`src/rtl/ans_rx_parse_pkg.sv`:
```
// Shared constants for the phase/frequency ASCII report link (receiver and transmitter).
package ans_rx_parse_pkg;

  localparam logic [7:0] CHR_COMMA = 8'h2C;
  localparam logic [7:0] CHR_CR    = 8'h0D;
  localparam logic [7:0] CHR_LF    = 8'h0A;

  localparam int unsigned PH_W     = 29;
  localparam int unsigned FREQ_W   = 28;
  localparam int unsigned LINE_LEN = 45;

  localparam logic [2:0] ST_DATA = 3'd0;
  localparam logic [2:0] ST_SEP  = 3'd1;
  localparam logic [2:0] ST_CR   = 3'd2;
  localparam logic [2:0] ST_LF   = 3'd3;
  localparam logic [2:0] ST_SYNC = 3'd4;

endpackage

```
`src/rtl/ans_rx_parse_uart_rx.sv`:
```
// 8N1 UART receiver: mid-bit sampling, one-cycle byte strobe with framing-error flag.
module ans_rx_parse_uart_rx #(
  parameter int unsigned BAUD_DIV = 234
) (
  input  logic       i_clk,
  input  logic       i_rst_n,
  input  logic       i_rx,
  output logic [7:0] o_data,
  output logic       o_rxvalid,
  output logic       o_ferr
);

  localparam int unsigned CNT_W = $clog2(BAUD_DIV);
  localparam logic [CNT_W-1:0] CNT_FULL = CNT_W'(BAUD_DIV - 1);
  localparam logic [CNT_W-1:0] CNT_HALF = CNT_W'(BAUD_DIV / 2 - 1);

  localparam logic [1:0] RX_IDLE  = 2'd0;
  localparam logic [1:0] RX_START = 2'd1;
  localparam logic [1:0] RX_DATA  = 2'd2;
  localparam logic [1:0] RX_STOP  = 2'd3;

  logic             rx_s1, rx_s2, rx_d;
  logic [1:0]       state, state_nxt;
  logic [CNT_W-1:0] cnt, cnt_nxt;
  logic [2:0]       bitn, bitn_nxt;
  logic [7:0]       shreg, shreg_nxt;
  logic [7:0]       data_nxt;
  logic             valid_nxt, ferr_nxt;

  // Two-flop synchronizer plus one delayed copy for falling-edge detection
  always_ff @(posedge i_clk or negedge i_rst_n) begin
    if (!i_rst_n) begin
      rx_s1 <= 1'b1;
      rx_s2 <= 1'b1;
      rx_d  <= 1'b1;
    end else begin
      rx_s1 <= i_rx;
      rx_s2 <= rx_s1;
      rx_d  <= rx_s2;
    end
  end

  always_comb begin
    state_nxt = state;
    cnt_nxt   = cnt;
    bitn_nxt  = bitn;
    shreg_nxt = shreg;
    data_nxt  = o_data;
    valid_nxt = 1'b0;
    ferr_nxt  = 1'b0;
    case (state)
      RX_IDLE: begin
        // A real falling edge is required, so a held-low break is not re-read as a start bit
        if (rx_d && !rx_s2) begin
          state_nxt = RX_START;
          cnt_nxt   = '0;
        end
      end
      RX_START: begin
        if (cnt == CNT_HALF) begin
          cnt_nxt   = '0;
          bitn_nxt  = '0;
          state_nxt = rx_s2 ? RX_IDLE : RX_DATA;
        end else begin
          cnt_nxt = cnt + CNT_W'(1);
        end
      end
      RX_DATA: begin
        if (cnt == CNT_FULL) begin
          cnt_nxt   = '0;
          shreg_nxt = {rx_s2, shreg[7:1]};
          if (bitn == 3'd7) state_nxt = RX_STOP;
          else              bitn_nxt  = bitn + 3'd1;
        end else begin
          cnt_nxt = cnt + CNT_W'(1);
        end
      end
      default: begin
        if (cnt == CNT_FULL) begin
          cnt_nxt   = '0;
          data_nxt  = shreg;
          valid_nxt = 1'b1;
          ferr_nxt  = !rx_s2;
          state_nxt = RX_IDLE;
        end else begin
          cnt_nxt = cnt + CNT_W'(1);
        end
      end
    endcase
  end

  always_ff @(posedge i_clk or negedge i_rst_n) begin
    if (!i_rst_n) begin
      state     <= RX_IDLE;
      cnt       <= '0;
      bitn      <= '0;
      shreg     <= '0;
      o_data    <= '0;
      o_rxvalid <= 1'b0;
      o_ferr    <= 1'b0;
    end else begin
      state     <= state_nxt;
      cnt       <= cnt_nxt;
      bitn      <= bitn_nxt;
      shreg     <= shreg_nxt;
      o_data    <= data_nxt;
      o_rxvalid <= valid_nxt;
      o_ferr    <= ferr_nxt;
    end
  end

endmodule

```
`src/rtl/ans_rx_parse.sv`:
```
// Parses "P1,P2,P3,P4,F\r\n" report lines from the UART and commits valid lines atomically.
module ans_rx_parse
  import ans_rx_parse_pkg::*;
#(
  parameter int unsigned BAUD_DIV = 234,
  parameter int unsigned ERR_W    = 8
) (
  input  logic              i_clk,
  input  logic              i_rst_n,
  input  logic              i_uart_rx,
  output logic [PH_W-1:0]   o_ph1,
  output logic [PH_W-1:0]   o_ph2,
  output logic [PH_W-1:0]   o_ph3,
  output logic [PH_W-1:0]   o_ph4,
  output logic [FREQ_W-1:0] o_freq,
  output logic              o_valid,
  output logic              o_err,
  output logic [ERR_W-1:0]  o_err_cnt
);

  logic [7:0] rx_data;
  logic       rx_valid, rx_ferr;

  ans_rx_parse_uart_rx #(.BAUD_DIV(BAUD_DIV)) u_uart_rx (
    .i_clk     (i_clk),
    .i_rst_n   (i_rst_n),
    .i_rx      (i_uart_rx),
    .o_data    (rx_data),
    .o_rxvalid (rx_valid),
    .o_ferr    (rx_ferr)
  );

  // Returns {is_hex, nibble}
  function automatic logic [4:0] hex_dec(input logic [7:0] c);
    logic [4:0] r;
    r = '0;
    if (c >= 8'h30 && c <= 8'h39)      r = {1'b1, 4'(c - 8'h30)};
    else if (c >= 8'h41 && c <= 8'h46) r = {1'b1, 4'(c - 8'h37)};
    else if (c >= 8'h61 && c <= 8'h66) r = {1'b1, 4'(c - 8'h57)};
    return r;
  endfunction

  logic [2:0]                state, state_nxt;
  logic [2:0]                field, field_nxt;
  logic [2:0]                nib, nib_nxt;
  logic [3:0][PH_W-1:0]      sh_ph, sh_ph_nxt;
  logic [FREQ_W-1:0]         sh_freq, sh_freq_nxt;
  logic [3:0][PH_W-1:0]      ph_q;
  logic [4:0]                hex;
  logic                      commit, bad;

  always_comb begin
    state_nxt   = state;
    field_nxt   = field;
    nib_nxt     = nib;
    sh_ph_nxt   = sh_ph;
    sh_freq_nxt = sh_freq;
    commit      = 1'b0;
    bad         = 1'b0;
    hex         = hex_dec(rx_data);
    if (rx_valid) begin
      if (state == ST_SYNC) begin
        if (!rx_ferr && rx_data == CHR_LF) state_nxt = ST_DATA;
      end else if (rx_ferr) begin
        bad = 1'b1;
      end else if (rx_data == CHR_LF) begin
        if (state == ST_LF) commit = 1'b1;
        else                bad    = 1'b1;
      end else begin
        case (state)
          ST_DATA: begin
            // Phase fields are 29 bits, so their leading hex digit may only be 0 or 1
            if (!hex[4] || (field != 3'd4 && nib == 3'd0 && hex[3:1] != 3'd0)) begin
              bad = 1'b1;
            end else begin
              if (field == 3'd4) sh_freq_nxt = {sh_freq[FREQ_W-5:0], hex[3:0]};
              else sh_ph_nxt[field[1:0]] = {sh_ph[field[1:0]][PH_W-5:0], hex[3:0]};
              if (field != 3'd4 && nib == 3'd7)      state_nxt = ST_SEP;
              else if (field == 3'd4 && nib == 3'd6) state_nxt = ST_CR;
              else                                   nib_nxt   = nib + 3'd1;
            end
          end
          ST_SEP: begin
            if (rx_data == CHR_COMMA) begin
              field_nxt = field + 3'd1;
              nib_nxt   = '0;
              state_nxt = ST_DATA;
            end else begin
              bad = 1'b1;
            end
          end
          ST_CR: begin
            if (rx_data == CHR_CR) state_nxt = ST_LF;
            else                   bad       = 1'b1;
          end
          default: bad = 1'b1;
        endcase
      end
      if (commit) begin
        state_nxt = ST_DATA;
        field_nxt = '0;
        nib_nxt   = '0;
      end
      // An early LF already marks a line start, so only other errors need a resync
      if (bad) begin
        state_nxt = (!rx_ferr && rx_data == CHR_LF) ? ST_DATA : ST_SYNC;
        field_nxt = '0;
        nib_nxt   = '0;
      end
    end
  end

  always_ff @(posedge i_clk or negedge i_rst_n) begin
    if (!i_rst_n) begin
      state     <= ST_DATA;
      field     <= '0;
      nib       <= '0;
      sh_ph     <= '0;
      sh_freq   <= '0;
      ph_q      <= '0;
      o_freq    <= '0;
      o_valid   <= 1'b0;
      o_err     <= 1'b0;
      o_err_cnt <= '0;
    end else begin
      state   <= state_nxt;
      field   <= field_nxt;
      nib     <= nib_nxt;
      sh_ph   <= sh_ph_nxt;
      sh_freq <= sh_freq_nxt;
      o_valid <= commit;
      o_err   <= bad;
      if (commit) begin
        ph_q   <= sh_ph;
        o_freq <= sh_freq;
      end
      if (bad && o_err_cnt != '1) o_err_cnt <= o_err_cnt + ERR_W'(1);
    end
  end

  assign o_ph1 = ph_q[0];
  assign o_ph2 = ph_q[1];
  assign o_ph3 = ph_q[2];
  assign o_ph4 = ph_q[3];

endmodule

```
`config.mk`:
```
export PLATFORM = sky130hd
export DESIGN_NAME = ans_rx_parse
export DESIGN_NICKNAME = d
export VERILOG_FILES = /design/src/rtl/ans_rx_parse_pkg.sv /design/src/rtl/ans_rx_parse_uart_rx.sv /design/src/rtl/ans_rx_parse.sv
export SDC_FILE = /design/constraint.sdc
export NUM_CORES = 1
export LEC_CHECK = 0
export CORE_ASPECT_RATIO = 1.25
export CORE_MARGIN = 2
export CORE_UTILIZATION = 51
export CTS_CLUSTER_DIAMETER = 60
export CTS_CLUSTER_SIZE = 40
export DETAILED_ROUTE_END_ITERATION = 16
export PLACE_DENSITY = 0.81
export SLEW_MARGIN = 20
export SYNTH_ARGS = -nofsm -noshare
export SYNTH_HDL_FRONTEND = slang
export SYNTH_SLANG_ARGS = --single-unit
```
`constraint.sdc`:
```
create_clock -name i_clk -period 3.27 [get_ports i_clk]
set_input_delay 0.654 -clock i_clk [delete_from_list [all_inputs] [get_ports i_clk]]
set_output_delay 0.654 -clock i_clk [all_outputs]
set_load 0.02 [all_outputs]
```
# Word-level counts from Yosys, hierarchy flattened
# Index checks and enable logic that the tools add are counted.
[word_totals] out_inout_bits=154 wordCells=191 in_bits=3 regBits=341
[classes] addsub=8 eq_ne=36 order_cmp=8 reduce_logical=35 n_bitwise=6 muxes=72
[op_table] operator="116-bit bitwise mux" count=1
[op_table] operator="3-bit two-way mux" count=30
[op_table] operator="29-bit binary-select mux with 2-bit select" count=1
[op_table] operator="29-bit demux with 2-bit select" count=1
[op_table] operator="29-bit two-way mux" count=1
[op_table] operator="25-bit two-way mux" count=1
[op_table] operator="8-bit two-way mux" count=3
[op_table] operator="4-bit inequality test, second input constant" count=6
[op_table] operator="1-bit two-way mux" count=19
[op_table] operator="9-bit AND reduction" count=2
[op_table] operator="8-bit by 1-bit adder with 8-bit output, second input constant" count=2
[op_table] operator="8-bit by 4-bit == test with 1-bit output, second input constant" count=2
[op_table] operator="8-bit by 7-bit greater-or-equal comparator with 1-bit output, second input constant" count=2
[op_table] operator="8-bit by 7-bit <= comparator with 1-bit output, second input constant" count=2
[op_table] operator="8-bit one-hot mux with 2 select lines" count=1
[op_table] operator="3-bit == test, second input constant" count=5
[op_table] operator="5-bit two-way mux" count=3
[op_table] operator="5-bit inequality test, second input constant" count=3
[op_table] operator="7-bit AND reduction" count=2
[op_table] operator="2-bit two-way mux" count=6
[op_table] operator="3-bit one-hot mux with 2 select lines" count=2
[op_table] operator="3-bit nonzero test" count=4
[op_table] operator="1-bit logical AND" count=11
[op_table] operator="3-bit by 1-bit adder with 3-bit output, second input constant" count=3
[op_table] operator="36 further kinds" count=52

# Logic depth before layout (Yosys ltp)
[depth] depth_word=16 mapped_depth=13 ltp_nobuf=9

# Modules after synthesis
# From an unflattened synthesis, not the netlist that was laid out.
[hier_totals] hier_cells=1252 area_unflattened_um2=14495.2
[modules_own_cells] module="ans_rx_parse" area_each_um2=12898.6 instances=1 seq_area_each_um2=7682.4 cells_per_inst=1117
[modules_own_cells] module="ans_rx_parse_uart_rx" area_each_um2=1596.5 instances=1 seq_area_each_um2=854.6 cells_per_inst=135

# Worst setup path before layout
# No wires, ideal clock.
[synth_path] kind="register to register" from="register field[0]" to="register sh_ph[10] in the netlist's numbering" t_required_ns=3.145 setup_time_ns=0.125 stages_incl_launch_ff=13 period_less_slack_ns=3.256 n_path_buf=4 arrival_ns=3.131 slack_ns=0.014 path_cell_list="dfrtp_1 clkbuf_1 buf_1 inv_1 ha_1 nand2_1 and4_1 o211ai_2 o2bb2a_4 buf_12 nand2_8 buf_12 mux2_4"
[synth_between] elab_chain_len=6 word_cells_on_any_way=16 classes_between="2 x order compare; 2 x eq/ne; 5 x mux; 2 x bitwise; 5 x reduce/logical"
[synth_rtl] element="start, declared" line="ans_rx_parse.sv:44" source="logic [2:0] field, field_nxt;"
[synth_rtl] element="start signal, assigned" line="ans_rx_parse.sv:127" source="field <= field_nxt;"
[synth_rtl] element="branches (longest 6 deep; another with 2-bit by 3-bit less-than comparator with 1-bit output)"
[synth_rtl] element="end signal, assigned" line="ans_rx_parse.sv:129" source="sh_ph <= sh_ph_nxt;"
[synth_rtl] element="end, declared" line="ans_rx_parse.sv:46" source="logic [3:0][PH_W-1:0] sh_ph, sh_ph_nxt;"
# Parallel ways; which one is timed is not known. The select of a mux whose other input is x is not followed.
# A chain may end at the register's enable or synchronous reset.

# Worst setup path after layout
[layout_path] from="register u_uart_rx.o_data[0]" to="register sh_ph[34] in the netlist's numbering"
[layout_between] elab_chain_len=10 word_cells_on_any_way=23 classes_between="3 x add/sub; 6 x order compare; 1 x eq/ne; 3 x mux; 2 x bitwise; 8 x reduce/logical"
[layout_rtl] element="start, declared" line="ans_rx_parse_uart_rx.sv:8" source="output logic [7:0] o_data,"
[layout_rtl] element="start signal, assigned" line="ans_rx_parse_uart_rx.sv:106" source="o_data <= data_nxt;"
[layout_rtl] element="8-bit by 7-bit greater-or-equal comparator with 1-bit output or 8-bit by 7-bit <= comparator with 1-bit output (tied branches)" line="ans_rx_parse.sv:39" source="else if (c >= 8'h61 && c <= 8'h66) r = {1'b1, 4'(c - 8'h57)};"
[layout_rtl] element="1-bit logical AND" line="ans_rx_parse.sv:39"
[layout_rtl] element="5-bit two-way mux" line="ans_rx_parse.sv:39"
[layout_rtl] element="5-bit two-way mux" line="ans_rx_parse.sv:38" source="else if (c >= 8'h41 && c <= 8'h46) r = {1'b1, 4'(c - 8'h37)};"
[layout_rtl] element="5-bit two-way mux" line="ans_rx_parse.sv:37" source="if (c >= 8'h30 && c <= 8'h39) r = {1'b1, 4'(c - 8'h30)};"
[layout_rtl] element="3-bit nonzero test" line="ans_rx_parse.sv:73" source="if (!hex[4] || (field != 3'd4 && nib == 3'd0 && hex[3:1] != 3'd0)) begin"
[layout_rtl] element="1-bit logical AND" line="ans_rx_parse.sv:73"
[layout_rtl] element="1-bit logical OR" line="ans_rx_parse.sv:73"
[layout_rtl] element="1-bit inverter (no source line)"
[layout_rtl] element="7-bit AND reduction (no source line) *"
# Mark *: on every way between the ends. The rest lies on a longest branch, timed or not.

==> flow_metrics.py <==
metrics = {
    "outcome": {
        "outcome": "completed",
    },
    "critical_path": {
        "r2r_slack_ns": 0.37,
        "required_ns": 3.67,
        "critical_path.max_fanout": 33,
        "r2r-end": "sh_ph[34]",
        "critical-path-top-delay-family": "compound AO/OA/AOI/OAI gates",
        "path_cells": "inv_1 > ha_1 > nor3b_1 > a311oi_4 > a22oi_2 > o2bb2a_4 > nand2_8 > mux2_1",
        "cp_data_arrival_time_ns": 3.31,
        "r2r_start": "u_uart_rx.o_data[0]",
        "crit_type": "reg -> reg",
        "path_buf_inv": 1,
        "critPathMaxStageDelay_ns": 0.51,
        "reg2reg_depth": 8,
        "crit_path_end_kind": "register",
        "slowest_stage": "dfrtp_1",
        "critPathLaunchType": "register",
    },
    "finish": {
        "area_growth_pct": 17.4,
        "instances_no_fill": 1447,
        "drive_gt1_share_pct": 33.7,
        "regArea_um2": 8540,
        "diodes": 0,
        "layout_common_cells": "337 x dfrtp_1, 188 x mux2_2, 155 x clkdlybuf4s50_1",
        "nets": 1102,
        "nFillCells": 2086,
        "fin_util_pct": 60.5,
        "multi_input_area_um2": 5650,
        "mostFrequentLayoutCell": "dfrtp_1",
    },
    "routing": {
        "wl_um": 28300,
        "drtIter0Drc": 415,
        "drcViolationCount": 0,
        "ant_nets": 0,
        "via_per_inst": 5.56,
        "wl_per_cell_um": 19.5,
        "vias": 8049,
        "dr.pass1.iters": 4,
    },
    "pwr": {
        "pwr-share-seq_pct": 58.0,
        "power.net_switching_mw": 1.81,
        "clock_power_share_pct": 38.2,
        "combPwrFrac_pct": 3.9,
        "power_density_nw_per_um2": 435,
        "p_int_mw": 5.63,
        "leakage_nw": 8.43,
        "switching_share_pct": 24.4,
        "peakVddDrop_mv": 0.405,
    },
    "synth": {
        "synth-main-ff-cell": "dfrtp_1",
        "yosysTopAreaCellShare_pct": 58.0,
        "syn_inst": 935,
        "synth_fp_nets": 957,
        "syn_area_um2": 14600,
        "synth_edf_count": 0,
        "synthArstFlopShare_pct": 100,
        "ys_seq_elements": 341,
        "ys_seq_area_share_pct": 58.5,
        "ys_types": 60,
        "synth_top_area_cell": "dfrtp_1",
        "synth_area_leaders": "dfrtp_1 58%, mux2_2 15%, mux2_4 9.1%, mux4_2 3.9%, ha_1 1.6%",
        "synth-warning-count": 0,
        "avgSynthCellArea_um2": 15.6,
    },
    "floorplan": {
        "die_x_um": 155,
        "die-height_um": 193,
        "pin_count": 157,
        "start_util_pct": 51.5,
        "placementRows": 69,
        "coreArea_um2": 28300,
        "die_area_um2": 30000,
    },
    "timing": {
        "min_period_over_period_pct": 88.8,
        "hold_violations": 0,
        "rsz0062_at_grt": "no",
        "fmax_mhz": 344,
        "setup_violations": 0,
        "relSlewSlack_pct": 57.1,
        "maxSlewViolCount": 0,
        "tns_ns": 0,
        "min_period_ns": 2.90,
        "tightest_slew_ns": 0.642,
        "finClkSkew_ns": 0.0306,
    },
    "place": {
        "gp_congestion": 0.819,
        "dpl.hpwl_um": 18900,
        "dp.cells": 1415,
        "numPortBuffers": 156,
    },
    "grt": {
        "grt_usage_pct": 19.5,
        "grt_max_degree": 104,
        "grt_pass1_vias": 8375,
        "antenna_found_initial": 0,
        "grt-ovfl-total": 0,
        "grt_pass1_wl_um": 46500,
    },
    "clock_tree": {
        "clk_pin_slew_ns": 0.12,
        "cts_tree": "built",
        "holdBufCountCts": 0,
        "htree_levels": 1,
        "cts_setup_buffers": 0,
        "clock_latency_ns": 0.54,
        "cts_made_buffers": 18,
        "ctsLongestPathBuffers": 3,
        "cts_resized": 0,
        "root_buffer": "clkbuf_16",
        "clock-sinks": 341,
    },
    "min_path": {
        "hold_path.class": "in -> async",
    },
    "job": {
        "maxCapViolCount": 0,
    },
}
kinds of logic (layout without fill, tap and decap cells):
group           after synthesis  after routing  share of synthesized area, %
compound gates               67             67                          3.03
simple gates                116            116                          4.65
flops                       341            341                          58.5
xor+xnor                     12             12                         0.720
fa+ha+maj                    19             19                          1.63
buf+inv                      64            221                          2.91
mux                         316            316                          28.6
synthesized netlist by cell type (2+ instances only):
cell type,instances
nor3_1,3
mux2_2,188
nand4_1,8
buf_6,4
a32o_1,2
buf_2,6
o22ai_1,4
nor2_1,19
dfrtp_1,338
mux2i_1,3
nand2_8,4
and2_1,3
buf_12,9
nor4b_1,2
or4b_2,2
dfstp_2,3
nor2b_1,2
nand3_1,8
and4_1,2
xnor2_1,9
mux2_4,88
mux2_1,12
nor4_1,2
o21ai_0,14
nand2_1,39
ha_1,19
nor4bb_1,2
o21bai_1,2
nand2b_1,3
a31oi_1,5
a21oi_1,9
clkbuf_1,24
inv_1,19
buf_1,2
and3_1,8
xor2_1,3
o21ai_1,18
mux4_2,25
area by class of cell:
class | instances | area share (%)
Sequential cell | 341 | 49.9
Multi-Input combinational cell | 530 | 33.0
Timing Repair Buffer | 170 | 10.1
Clock buffer | 19 | 2.78
Tap cell | 355 | 2.59
Clock inverter | 13 | 1.32
Inverter | 19 | 0.416
flip-flops by register name, summed over array words and instances (netlist names), 2 cells and up:
name / cells
o_ph3: 29
o_err_cnt: 8
u_uart_rx.cnt: 8
u_uart_rx.shreg: 8
o_ph4: 29
field: 3
state: 3
o_ph1: 29
sh_freq: 28
nib: 3
sh_ph: 116
u_uart_rx.state: 2
u_uart_rx.o_data: 8
o_ph2: 29
u_uart_rx.bitn: 3
o_freq: 28
how the worst max path moves through the flow:
| stage | start | end | slack (ns) | cells past startpoint |
|---|---|---|---|---|
| floorplan | field[0] | sh_ph[10] | 0.01 | 12 |
| global placement | u_uart_rx.o_data[0] | sh_ph[28] | 0.55 | 8 |
| detailed placement | u_uart_rx.o_data[1] | sh_ph[57] | 0.43 | 8 |
| CTS | u_uart_rx.o_data[0] | sh_ph[34] | 0.37 | 8 |
| global route | u_uart_rx.o_data[1] | nib[1] | 0.22 | 9 |
| finish | u_uart_rx.o_data[0] | sh_ph[34] | 0.37 | 8 |
layer usage:
metal | GRT usage [%] | routed length [um]
met1 | 26.2 | 12000
met2 | 33.1 | 14500
met5 | 0 | 0
met3 | 3.44 | 1150
met4 | 5.12 | 583
through the flow:
step / cell area (um2) / setup slack [ns] / hold WS (ns) / power, mW
floorplan: 14600 / 0.0139 / 0.345 / 4.53
global placement: 16400 / 0.545 / 0.346 / 4.67
detailed placement: 16400 / 0.435 / 0.358 / 4.69
CTS: 17100 / 0.369 / 0.0209 / 7.54
global route: 17100 / 0.215 / 0.0280 / 7.76
finish: 17100 / 0.367 / 0.0187 / 7.44
power by group through the flow:
stage | Clock, mW | Combinational [mW] | Sequential, mW
after global placement | 0 | 0.280 | 4.39
after floorplan | 0 | 0.166 | 4.36
final | 2.84 | 0.288 | 4.32
after global routing | 3.09 | 0.340 | 4.33
after CTS | 2.93 | 0.298 | 4.32
after detailed placement | 0 | 0.296 | 4.40
Power figures use the tool's default switching activity.
